$ cat src/rtl/ccff_chain_loader.sv
// Configuration-chain loader: turns a stream of bitstream words into a serial
// ccff bit stream (MSB first) with a shift enable. It can optionally compare
// the bits falling out of the chain tail against the bits being loaded.
module ccff_chain_loader #(
  parameter int CHAIN_LEN = 48,
  parameter int WORD_W    = 8
) (
  input  logic              prog_clk,
  input  logic              pReset,
  input  logic              start,
  input  logic              verify,
  input  logic [WORD_W-1:0] word_data,
  input  logic              word_valid,
  output logic              word_ready,
  output logic              ccff_head,
  output logic              config_enable,
  input  logic              ccff_tail,
  output logic              busy,
  output logic              done,
  output logic [7:0]        mismatch_cnt
);

  localparam int BIT_W = $clog2(CHAIN_LEN + 1);
  localparam int BC_W  = $clog2(WORD_W + 1);

  typedef enum logic [1:0] {
    S_IDLE,
    S_LOAD,
    S_DONE
  } state_t;

  state_t            state_reg, state_next;
  logic [BIT_W-1:0]  bit_cnt_reg, bit_cnt_next;
  logic [WORD_W-1:0] buf_reg, buf_next;
  logic [BC_W-1:0]   buf_cnt_reg, buf_cnt_next;
  logic              verify_reg, verify_next;
  logic [7:0]        mismatch_reg, mismatch_next;

  // Derived per-cycle conditions shared by the datapath and the outputs.
  logic shifting;
  logic last_shift;
  logic accept;

  // A bit moves into the chain whenever the buffer holds something in LOAD.
  // The final shift closes the pass, so no word may be taken on that cycle.
  always_comb begin
    shifting   = (state_reg == S_LOAD) && (buf_cnt_reg != '0);
    last_shift = shifting && (bit_cnt_reg == BIT_W'(CHAIN_LEN - 1));
    word_ready = (state_reg == S_LOAD) && !last_shift &&
                 ((buf_cnt_reg == '0) ||
                  ((buf_cnt_reg == BC_W'(1)) && shifting));
    accept        = word_valid && word_ready;
    config_enable = shifting;
    ccff_head     = shifting ? buf_reg[WORD_W-1] : 1'b0;
    busy          = (state_reg == S_LOAD) || (state_reg == S_DONE);
    done          = (state_reg == S_DONE);
    mismatch_cnt  = mismatch_reg;
  end

  // Next-state and datapath update; every target defaults to holding.
  always_comb begin
    state_next    = state_reg;
    bit_cnt_next  = bit_cnt_reg;
    buf_next      = buf_reg;
    buf_cnt_next  = buf_cnt_reg;
    verify_next   = verify_reg;
    mismatch_next = mismatch_reg;

    case (state_reg)
      S_IDLE: begin
        if (start) begin
          state_next   = S_LOAD;
          verify_next  = verify;
          bit_cnt_next = '0;
          buf_next     = '0;
          buf_cnt_next = '0;
          if (verify) begin
            mismatch_next = '0;
          end
        end
      end

      S_LOAD: begin
        if (shifting) begin
          bit_cnt_next = bit_cnt_reg + BIT_W'(1);
          // Readback compare: the tail bit should equal the bit now entering.
          if (verify_reg && (ccff_tail != buf_reg[WORD_W-1]) &&
              (mismatch_reg != 8'hFF)) begin
            mismatch_next = mismatch_reg + 8'd1;
          end
        end
        if (last_shift) begin
          // Leftover bits of the current word are discarded.
          state_next   = S_DONE;
          buf_next     = '0;
          buf_cnt_next = '0;
        end else if (accept) begin
          buf_next     = word_data;
          buf_cnt_next = BC_W'(WORD_W);
        end else if (shifting) begin
          buf_next     = {buf_reg[WORD_W-2:0], 1'b0};
          buf_cnt_next = buf_cnt_reg - BC_W'(1);
        end
      end

      S_DONE: begin
        state_next = S_IDLE;
      end

      default: begin
        state_next = S_IDLE;
      end
    endcase
  end

  // State register with synchronous reset; reset mid-pass simply aborts.
  always_ff @(posedge prog_clk) begin
    if (pReset) begin
      state_reg    <= S_IDLE;
      bit_cnt_reg  <= '0;
      buf_reg      <= '0;
      buf_cnt_reg  <= '0;
      verify_reg   <= 1'b0;
      mismatch_reg <= '0;
    end else begin
      state_reg    <= state_next;
      bit_cnt_reg  <= bit_cnt_next;
      buf_reg      <= buf_next;
      buf_cnt_reg  <= buf_cnt_next;
      verify_reg   <= verify_next;
      mismatch_reg <= mismatch_next;
    end
  end

endmodule

$ cat config.mk
export PLATFORM = sky130hd
export DESIGN_NAME = ccff_chain_loader
export DESIGN_NICKNAME = d
export VERILOG_FILES = /design/src/rtl/ccff_chain_loader.sv
export SDC_FILE = /design/constraint.sdc
export NUM_CORES = 1
export LEC_CHECK = 0
export BUFFER_PORTS_ARGS = -buffer_cell sky130_fd_sc_hd__clkbuf_2
export CORE_UTILIZATION = 45
export DETAILED_ROUTE_END_ITERATION = 8
export GPL_ROUTABILITY_DRIVEN = 0
export HOLD_SLACK_MARGIN = 0.05
export PLACE_DENSITY = 0.66
export SYNTH_ARGS = -nofsm -noshare
export SYNTH_HDL_FRONTEND = slang
export SYNTH_SLANG_ARGS = --single-unit
$ cat constraint.sdc
create_clock -name prog_clk -period 2.5 [get_ports prog_clk]
set_clock_uncertainty 0.05 [all_clocks]
set_input_delay 0.5 -clock prog_clk [delete_from_list [all_inputs] [get_ports prog_clk]]
set_output_delay 0.5 -clock prog_clk [all_outputs]
set_load 0.02 [all_outputs]
==> results.md, run 1 <==
* Status: complete, no violations
* Detailed-route wire length at 3.71 mm
* Yosys top cell by area: dfxtp_1
* DR vias at 1499
* Final Max Tran Viols at 0
* Area grow syn2layout at 16.8%
* First DRT Iteration DRCs at 51
* Final net count at 236
* EDFF count, synth at 0
* Clk root buf: clkbuf_8
* Post-layout util at 0.569
* Die X at about 63 µm
* # DRC at 0
* Worst vdd ir at approximately 0.42 mV
* Final Critical Period at 2.30 ns
* Count of unique library cells instantiated by Yosys at 50
* Startpoint types: flop
* Unrepaired setup endpoints after global routing: false
* ANT nets after route at 0
* Syn_area_per_cell at 9.22 µm²
* Post-DR vias/cell at 5.74
* Seq cells post-synth at 29
* CP required at 1.95 ns
* First-pass GRT wire length at between 6 and 7 mm
* Crit path DAT at roughly 1.8 ns
* Fillcell total at 357
* Crit-path cells: inv_1, ha_2, nor3b_4, nor3_2, nor3_1, clkbuf_2
* Worst hold path depth at 2
* Most common cell in the synthesized netlist: dfxtp_1
* DIE HEIGHT at about 63 µm
* Fmax at 0.434 GHz
* Grt total ovfl at 0
* Setup_tns at 0 ns
* CTS tree: built
* CP Capture Type: primary output
* Power Density at ~630 mW/mm²
* Detailed Routing Iterations Pass 1 at 4
* PortBufs at 26
* Worst skew pair latency at roughly 0.28 ns
* Layout cells sized above 1 at 0.242
* Yosys warns at 0
* Largest stage delay, worst path at 0.33 ns
* CP Launch Point: buf_cnt_reg[0]$_SDFFE_PP0P_
* # H-tree levels at 2
* WL met2 at 1.74 mm
* Post-CTS Setup Inserts at 0
* Reg-to-Reg Start: state_reg[0]$_SDFFE_PP0P_
* Met3 Routed Length at 210 µm
* MaxCap Viol Count at 0
* Core area at 0.00347 mm²
* Reg-to-reg slack, setup at about 0.34 ns
* Vias in the first global route at 1407
* Top Layer Used: met4
* Ranking of synthesized cells by area: dfxtp_1, ha_1, a221o_1
* Worst Hold Class: in -> reg
* Setup violators final at 0
* Clock Sinks at 29
* Detailed placement HPWL at 2.76 mm
* Met1 Routed Length at ~1.7 mm
* CTS clk-pin slew, worst paths at 0.07 ns
* Antenna diodes at 0
* CP max-delay cell: dfxtp_1
* Yosys top cell area share at 0.344
* Syn_nets at around 210
* Starting Density at 0.487
* Sequential fraction of the synthesis area at 0.344
* Number of I/O pins at 27
* Final Power at roughly 1.2 mW
* Final period util at 0.922
* Async SR Flop Fraction at 0
* Slew headroom at 0.458
* Worst-case reg-to-reg path depth at 6
* Post-Syn Area at 0.00169 mm²
* Largest net degree at the start of global routing at 23
* Antenna violations before repair at 0
* Synth Flop Type: dfxtp_1
* Row cnt at 21
* GRT Total Usage at 0.202
* Leakage Power at 0.740 nW
* Most frequent cells after synthesis: dfxtp_1, nand2_1, nor2_1
* Die area at 0.00400 mm²
* Clock buffer depth at 2
* WL/cell at between 10 and 15 µm
* Critical setup path kind: reg -> out
* CTS Buf Count at 5
* Hold Path Origin: word_data[5]
* Worst-margin pin slew at 0.813 ns
* Fin. Hold Viols at 0
* Syn Inst Count at 183
* Max FO, Critical Path at 7
==> placed cells by master, fill, tap and decap left out, types with 2 or more instances in the layout <==
master     synthesis  layout
clkinv_2           0       2
a211oi_1           6       6
clkbuf_2           0      26
nor3_4             2       2
a221o_1            7       7
ha_1               8       7
o21ai_0            4       4
clkbuf_8           0       5
buf_4              1       6
a21oi_1            7       7
nand3b_1           2       2
xnor2_1            4       4
nand2_1           16      16
nor3_1             3       3
a32o_1             2       2
a21o_1             2       2
xor2_1             2       2
inv_1              7       7
nor2_1            12      12
nand2b_1           6       6
a2111oi_1          2       2
nor3b_1            7       7
nand4_1            4       4
dfxtp_1           29      29
nand3_1            9       9
nor2b_1            4       4
mux2i_1            7       7
==> critical path: cells and delay by family (launching register included) <==
| kind | cells | cell delay (ns) |
|---|---|---|
| flops | 1 | 0.33 |
| simple gates | 3 | 0.57 |
| buf+inv | 2 | 0.33 |
| fa+ha+maj | 1 | 0.24 |
==> path summary, 6_finish.rpt <==
check | to
setup reg to reg | buf_cnt_reg[3]$_SDFFE_PP0P_
setup / recovery | word_ready
hold reg to reg | buf_reg[0]$_SDFFE_PP0P_
hold / removal | buf_reg[5]$_SDFFE_PP0P_
==> cell families (layout without fill, tap and decap cells) <==
| kind of cell | Yosys count | in the layout | synth area share |
|---|---|---|---|
| XOR/XNOR | 6 | 6 | 0.0311 |
| AND/OR/NAND/NOR | 79 | 79 | 0.295 |
| buffers and inverters | 15 | 47 | 0.0415 |
| flip-flops | 29 | 29 | 0.344 |
| AO/OA/AOI/OAI | 38 | 38 | 0.179 |
| adder cells (fa/ha/maj) | 8 | 8 | 0.0593 |
| multiplexers | 8 | 8 | 0.0504 |
==> metal layers <==
layer | track usage | vias to the layer above
li1 | - | 738
met2 | 0.336 | 48
met4 | 0.0682 | 0
met1 | 0.244 | 707
met5 | 0 | -
met3 | 0.0634 | 6
==> metrics by stage <==
| stage | instances | cell area, µm² | worst slack (ns) | hold WS (ns) |
|---|---|---|---|---|
| 2_1_floorplan | 183 | 1690 | 0.446 | 0.386 |
| 3_3_place_gp | 253 | 1880 | 0.412 | 0.401 |
| 3_5_place_dp | 253 | 1880 | 0.290 | 0.405 |
| 4_1_cts | 261 | 1960 | 0.103 | 0.385 |
| 5_1_grt | 261 | 1970 | 0.0360 | 0.383 |
| 6_report | 261 | 1970 | 0.195 | 0.391 |
==> where the power goes <==
| group | switching [mW] | internal (mW) | total, mW |
|---|---|---|---|
| sequential | 0.0242 | 0.484 | 0.508 |
| clock | 0.186 | 0.192 | 0.378 |
| combinational | 0.213 | 0.137 | 0.350 |
==> cell type report <==
| type | count | area, µm² | share of cell area |
|---|---|---|---|
| repair buffers | 32 | 175 | 0.0888 |
| well taps | 46 | 57.6 | 0.0292 |
| flip-flops and latches | 29 | 581 | 0.294 |
| inverters | 7 | 26.3 | 0.0133 |
| clock inverters | 3 | 17.5 | 0.00888 |
| clock buffers | 5 | 68.8 | 0.0349 |
| multi-input cells | 139 | 1050 | 0.530 |
==> repair_timing <==
item | in CTS | in global routing
hold buffers | 0 | 0
resized for setup | 0 | 2
endpoints found under the setup margin | 0 | 1
Note: power is estimated with default switching activity, not from simulation.
==> run 2, diff against run 1 <==
- CELL_PAD_IN_SITES_DETAIL_PLACEMENT: not set -> 1
- CELL_PAD_IN_SITES_GLOBAL_PLACEMENT: not set -> 2
- CORE_UTILIZATION: 45 -> 34
- HOLD_SLACK_MARGIN: 0.05 -> 0.12
- PLACE_DENSITY: 0.66 -> not set
- PLACE_DENSITY_LB_ADDON: not set -> 0.1
==> results.md, run 2 (synthesis results as in run 1) <==
* ANT nets after route at 0 (unchanged)
* Largest net degree at the start of global routing at 23 (unchanged)
* Post-CTS Setup Inserts at 0 (unchanged)
* Critical setup path kind: reg -> out (unchanged)
* Core area at 0.00475 mm² (was 0.00347 mm²)
* Number of I/O pins at 27 (unchanged)
* Fin. Hold Viols at 0 (unchanged)
* Final period util at 0.920 (was 0.922)
* Pre-CTS WS at 0.350 ns (was 0.290 ns)
* Antenna diodes at 0 (unchanged)
* Leakage Power at 0.757 nW (was 0.740 nW)
* Setup violators final at 0 (unchanged)
* CTS tree: built (unchanged)
* Clock buffer depth at 2 (unchanged)
* # H-tree levels at 2 (unchanged)
* Final Max Tran Viols at 0 (unchanged)
* Worst Hold Class: in -> reg (unchanged)
* Detailed placement HPWL at 3.33 mm (was 2.76 mm)
* Post_cts resized at 0 (unchanged)
* DIE HEIGHT at 72.5 µm (was 63.2 µm)
* Area grow syn2layout at 19.6% (was 16.8%)
* Status: complete, no violations (unchanged)
* CTS Buf Count at 5 (unchanged)
* Post-DR vias/cell at 5.33 (was 5.74)
* Slew headroom at 0.637 (was 0.458)
* Post-CTS Hold Buffers at 0 (unchanged)
* Die area at 0.00525 mm² (was 0.00400 mm²)
* Crit path DAT at 1.75 ns (about the same)
* WL/cell at 15.4 µm (was 14.2 µm)
* Met2 Use GR at 0.319 (was 0.336)
* Clk root buf: clkbuf_8 (unchanged)
* First-pass GRT wire length at 7.28 mm (was 6.28 mm)
* Detailed Routing Iterations Pass 1 at 4 (unchanged)
* Worst skew pair latency at 0.28 ns (about the same)
* Setup_tns at 0 ns (unchanged)
* DR vias at 1508 (was 1499)
* Unrepaired setup endpoints after global routing: false (unchanged)
* Row cnt at 25 (was 21)
* Grt total ovfl at 0 (unchanged)
* Power Density at 645 mW/mm² (was 627 mW/mm²)
* Most frequent cells in the layout: dfxtp_1, clkbuf_2, nand2_1 (unchanged)
* CP Capture Type: primary output (unchanged)
* CTS clk-pin slew, worst paths at 0.06 ns (was 0.07 ns)
* Final net count at 237 (was 236)
* Antenna violations before repair at 0 (unchanged)
* Vias in the first global route at 1536 (was 1407)
* GR Util met3 at 0.0417 (was 0.0634)
* PortBufs at 26 (unchanged)
* CP required at 1.95 ns (about the same)
* First DRT Iteration DRCs at 50 (was 51)
* Sequential power share at 0.391 (was 0.411)
* Fmax at 0.435 GHz (was 0.434 GHz)
* GRT Total Usage at 0.184 (was 0.202)
* Detailed-route wire length at 4.37 mm (was 3.71 mm)
* Clock network power share at 0.330 (was 0.306)
* Switching power total at 0.429 mW (was 0.424 mW)
* Fin cells at 283 (was 261)
* Most Used Layer, Global Route: met2 (unchanged)
* Post-layout util at 0.424 (was 0.569)
* Starting Density at 0.355 (was 0.487)
* MaxCap Viol Count at 0 (unchanged)
* Startpoint types: flop (unchanged)
* Placed Cells at 275 (was 253)
* Max FO, Critical Path at 7 (unchanged)
* Most common cell after layout, fill and taps aside: dfxtp_1 (unchanged)
* Final Critical Period at 2.30 ns (about the same)
* Worst-margin pin slew at 0.542 ns (was 0.813 ns)
* # DRC at 0 (unchanged)
* Switch share at 0.329 (was 0.343)
* Pint at 0.874 mW (was 0.812 mW)
* WHS at 0.397 ns (was 0.391 ns)
* Die X at 72.5 µm (was 63.2 µm)
* Layout cells sized above 1 at 0.241 (was 0.242)
* Met1 Track Usage GR at 0.219 (was 0.244)
* Fin worst setup slack at 0.201 ns (was 0.195 ns)
* Clock Sinks at 29 (unchanged)
* Worst vdd ir at 0.273 mV (was 0.416 mV)
* Combinational Power Share at 0.279 (was 0.283)
==> run 2: cell count changes in the layout (fill, tap and decap cells not counted) <==
cell and delta:
clkinvlp_4 -1, buf_4 +1, ha_1 +1, clkinv_2 -1
ha_2 -1, clkbuf_8 +2
==> run 2: area by class of cell <==
type	count	area, µm²
sequential	29	581
multi-input combinational	139	1040
clock buffer	7	96.3
timing repair buffer	33	183
inverter	7	26.3
tap	67	83.8
fill	588	2740
clock inverter	1	5.00
==> run 2: metrics by stage <==
| step | power (mW) | area [µm²] |
|---|---|---|
| 2_1_floorplan | 0.778 | 1690 |
| 3_3_place_gp | 0.866 | 1910 |
| 3_5_place_dp | 0.879 | 1910 |
| 4_1_cts | 1.32 | 2010 |
| 5_1_grt | 1.38 | 2020 |
| 6_report | 1.30 | 2020 |
==> run 2: worst max-delay path, cell delays in order (launching register included) <==
cell	delay, ns
dfxtp_1	0.34
inv_1	0.11
ha_1	0.28
nor3b_4	0.27
nor3_2	0.08
nor3_1	0.19
clkbuf_2	0.20
==> run 2: power by group through the flow <==
stage | clock, mW | combinational [mW] | sequential (mW)
global route | 0.469 | 0.400 | 0.513
CTS | 0.451 | 0.362 | 0.507
detailed placement | 0 | 0.362 | 0.517
finish | 0.430 | 0.363 | 0.509
floorplan | 0 | 0.269 | 0.509
global placement | 0 | 0.350 | 0.515
==> run 2: path summary, 6_finish.rpt <==
check                              start                      end  slack, ns  cells after the start
max          buf_cnt_reg[0]$_SDFFE_PP0P_               word_ready       0.20                      6
min                         word_data[4]  buf_reg[4]$_SDFFE_PP0P_       0.40                      2
max reg2reg    state_reg[1]$_SDFFE_PP0P_  buf_reg[1]$_SDFFE_PP0P_       0.32                      6
min reg2reg      buf_reg[0]$_SDFFE_PP0P_  buf_reg[0]$_SDFFE_PP0P_       0.41                      2
==> run 2: per-layer routing <==
layer / share of wire / vias up
met1: 0.46 / 739
li1: - / 739
met5: 0 / -
met4: 0.011 / 0
met3: 0.032 / 6
met2: 0.50 / 24
==> run 3, diff against run 2 <==
- ABC_AREA: not set -> 1
- CORE_UTILIZATION: 34 -> 31
==> results.md, run 3 <==
* Status: complete, no violations (unchanged)
* ANT nets after route at 0 (unchanged)
* Count of unique library cells instantiated by Yosys at 35 (was 50)
* Detailed placement HPWL at 3.21 mm (was 3.33 mm)
* Die area at 0.00576 mm² (was 0.00525 mm²)
* Ranking of synthesized cells by area: dfxtp_1, nand2_1, a21oi_1 (was dfxtp_1, ha_1, a221o_1)
* First DRT Iteration DRCs at 37 (was 50)
* Clk root buf: clkbuf_8 (unchanged)
* Post-Syn Area at 0.00169 mm² (about the same)
* Most common cell in the synthesized netlist: nand2_1 (was dfxtp_1)
* First-pass GRT wire length at 7.49 mm (was 7.28 mm)
* Setup_tns at 0 ns (unchanged)
* Crit path DAT at 1.67 ns (was 1.75 ns)
* EDFF count, synth at 0 (unchanged)
* Final net count at 290 (was 237)
* Vias in the first global route at 1550 (was 1536)
* Crit-path cells: inv_1, ha_1, nand3_4, a21oi_4, nand2_1, inv_1, clkbuf_2 (was inv_1, ha_1, nor3b_4, nor3_2, nor3_1, clkbuf_2)
* Clock Sinks at 29 (unchanged)
* Unrepaired setup endpoints after global routing: false (unchanged)
* Starting Density at 0.328 (was 0.355)
* Syn Inst Count at 238 (was 183)
* DIE HEIGHT at 75.9 µm (was 72.5 µm)
* Worst path top cell family by delay: buffers and inverters (was simple AND/OR/NAND/NOR gates)
* Fin. Hold Viols at 0 (unchanged)
* Async SR Flop Fraction at 0 (unchanged)
* WL/cell at 12.8 µm (was 15.4 µm)
* Worst Hold Class: reg -> reg (was in -> reg)
* Max FO, Critical Path at 9 (was 7)
* Detailed Routing Iterations Pass 1 at 4 (unchanged)
* Power Density at 650 mW/mm² (was 645 mW/mm²)
* Final Critical Period at 2.22 ns (was 2.30 ns)
* Largest net degree at the start of global routing at 20 (was 23)
* Startpoint types: flop (unchanged)
* Setup violators final at 0 (unchanged)
* Post-CTS Hold Buffers at 0 (unchanged)
* Most frequent cells after synthesis: nand2_1, dfxtp_1, a21oi_1, nor2_1, inv_1 (was dfxtp_1, nand2_1, nor2_1)
* CTS clk-pin slew, worst paths at 0.06 ns (about the same)
* Worst Path Buf+Inv at 3 (was 2)
* # H-tree levels at 2 (unchanged)
* Clock buffer depth at 2 (unchanged)
* Final Max Tran Viols at 0 (unchanged)
* PortBufs at 26 (unchanged)
* MaxCap Viol Count at 0 (unchanged)
* Placed Cells at 331 (was 275)
* Worst-margin pin slew at 0.297 ns (was 0.542 ns)
* Post_cts resized at 0 (unchanged)
* CTS Buf Count at 5 (unchanged)
* DR vias at 1615 (was 1508)
* Synth Flop Type: dfxtp_1 (unchanged)
* Largest stage delay, worst path at 0.32 ns (was 0.34 ns)
* Syn_area_per_cell at 7.12 µm² (was 9.22 µm²)
* Fin worst setup slack at 0.279 ns (was 0.201 ns)
* Fin cells at 339 (was 283)
* Post-layout util at 0.387 (was 0.424)
* Post-DR vias/cell at 4.76 (was 5.33)
* Antenna diodes at 0 (unchanged)
* Most common cell after layout, fill and taps aside: nand2_1 (was dfxtp_1)
* Most frequent cells in the layout: nand2_1, dfxtp_1, clkbuf_2 (was dfxtp_1, clkbuf_2, nand2_1)
* Critical setup path kind: reg -> out (unchanged)
* Fmax at 0.450 GHz (was 0.435 GHz)
* CP max-delay cell: dfxtp_1 (unchanged)
* CTS tree: built (unchanged)
* Area grow syn2layout at 18.2% (was 19.6%)
* Leakage Power at 0.845 nW (was 0.757 nW)
* Yosys top cell area share at 0.343 (was 0.344)
* Final period util at 0.888 (was 0.920)
* Pre-CTS WS at 0.571 ns (was 0.350 ns)
* Antenna violations before repair at 0 (unchanged)
* CP required at 1.95 ns (about the same)
* Post-CTS Setup Inserts at 0 (unchanged)
* Yosys top cell by area: dfxtp_1 (unchanged)
* CP Capture Type: primary output (unchanged)
* GRT Total Usage at 0.166 (was 0.184)
* Worst skew pair latency at 0.29 ns (was 0.28 ns)
* Sequential fraction of the synthesis area at 0.343 (was 0.344)
* WHS at 0.397 ns (about the same)
* Worst vdd ir at 0.250 mV (was 0.273 mV)
* Most used cell, CP: inv_1
* # DRC at 0 (unchanged)
* Syn_nets at 260 (was 205)
* Die X at 75.9 µm (was 72.5 µm)
* Yosys warns at 0 (unchanged)
* Number of I/O pins at 27 (unchanged)
* Layout cells sized above 1 at 0.216 (was 0.241)
* Core area at 0.00517 mm² (was 0.00475 mm²)
* Slew headroom at 0.802 (was 0.637)
* Seq cells post-synth at 29 (unchanged)
* Row cnt at 26 (was 25)
* Grt total ovfl at 0 (unchanged)
* Detailed-route wire length at 4.35 mm (was 4.37 mm)
run 3: cells by family (layout without fill, tap and decap cells):
| kind of cell | Yosys count | after routing | share of synthesized area |
|---|---|---|---|
| flip-flops | 29 | 29 | 0.343 |
| AND/OR/NAND/NOR | 121 | 121 | 0.337 |
| adder cells (fa/ha/maj) | 8 | 8 | 0.0591 |
| XOR/XNOR | 7 | 7 | 0.0362 |
| buffers and inverters | 34 | 65 | 0.0857 |
| AO/OA/AOI/OAI | 39 | 39 | 0.140 |
run 3: final cells by class:
type,instances,area [µm²]
tap,70,87.6
clock buffer,7,96.3
fill,665,3170
clock inverter,1,5.00
multi-input combinational,175,968
inverter,27,105
timing repair buffer,30,160
sequential,29,581
run 3: metrics by stage:
step,instance area (µm²),power [mW]
detailed placement,1900,0.881
global route,2000,1.39
CTS,2000,1.33
floorplan,1690,0.783
finish,2000,1.30
global placement,1900,0.881
run 3: final timing paths:
check / from / endpoint / slack [ns] / cells after the start
setup / recovery: buf_cnt_reg[0]$_SDFFE_PP0P_ / word_ready / 0.28 / 7
hold / removal: bit_cnt_reg[4]$_SDFFE_PP0P_ / bit_cnt_reg[4]$_SDFFE_PP0P_ / 0.40 / 1
setup reg to reg: buf_cnt_reg[0]$_SDFFE_PP0P_ / buf_cnt_reg[0]$_SDFFE_PP0P_ / 0.68 / 8
hold reg to reg: bit_cnt_reg[4]$_SDFFE_PP0P_ / bit_cnt_reg[4]$_SDFFE_PP0P_ / 0.40 / 1
run 3: routing by layer:
metal  GRT usage  up-vias  share of wire
li1            -      827              -
met1       0.227      767           0.51
met2       0.250       15           0.45
met3      0.0373        6          0.024
met4      0.0692        0          0.015
met5           0        -              0
run 3: report_power, final:
group | leakage [nW] | switching (mW) | internal, mW | total, mW
combinational | 0.556 | 0.248 | 0.114 | 0.362
sequential | 0.235 | 0.0179 | 0.484 | 0.502
clock | 0.0542 | 0.189 | 0.249 | 0.437
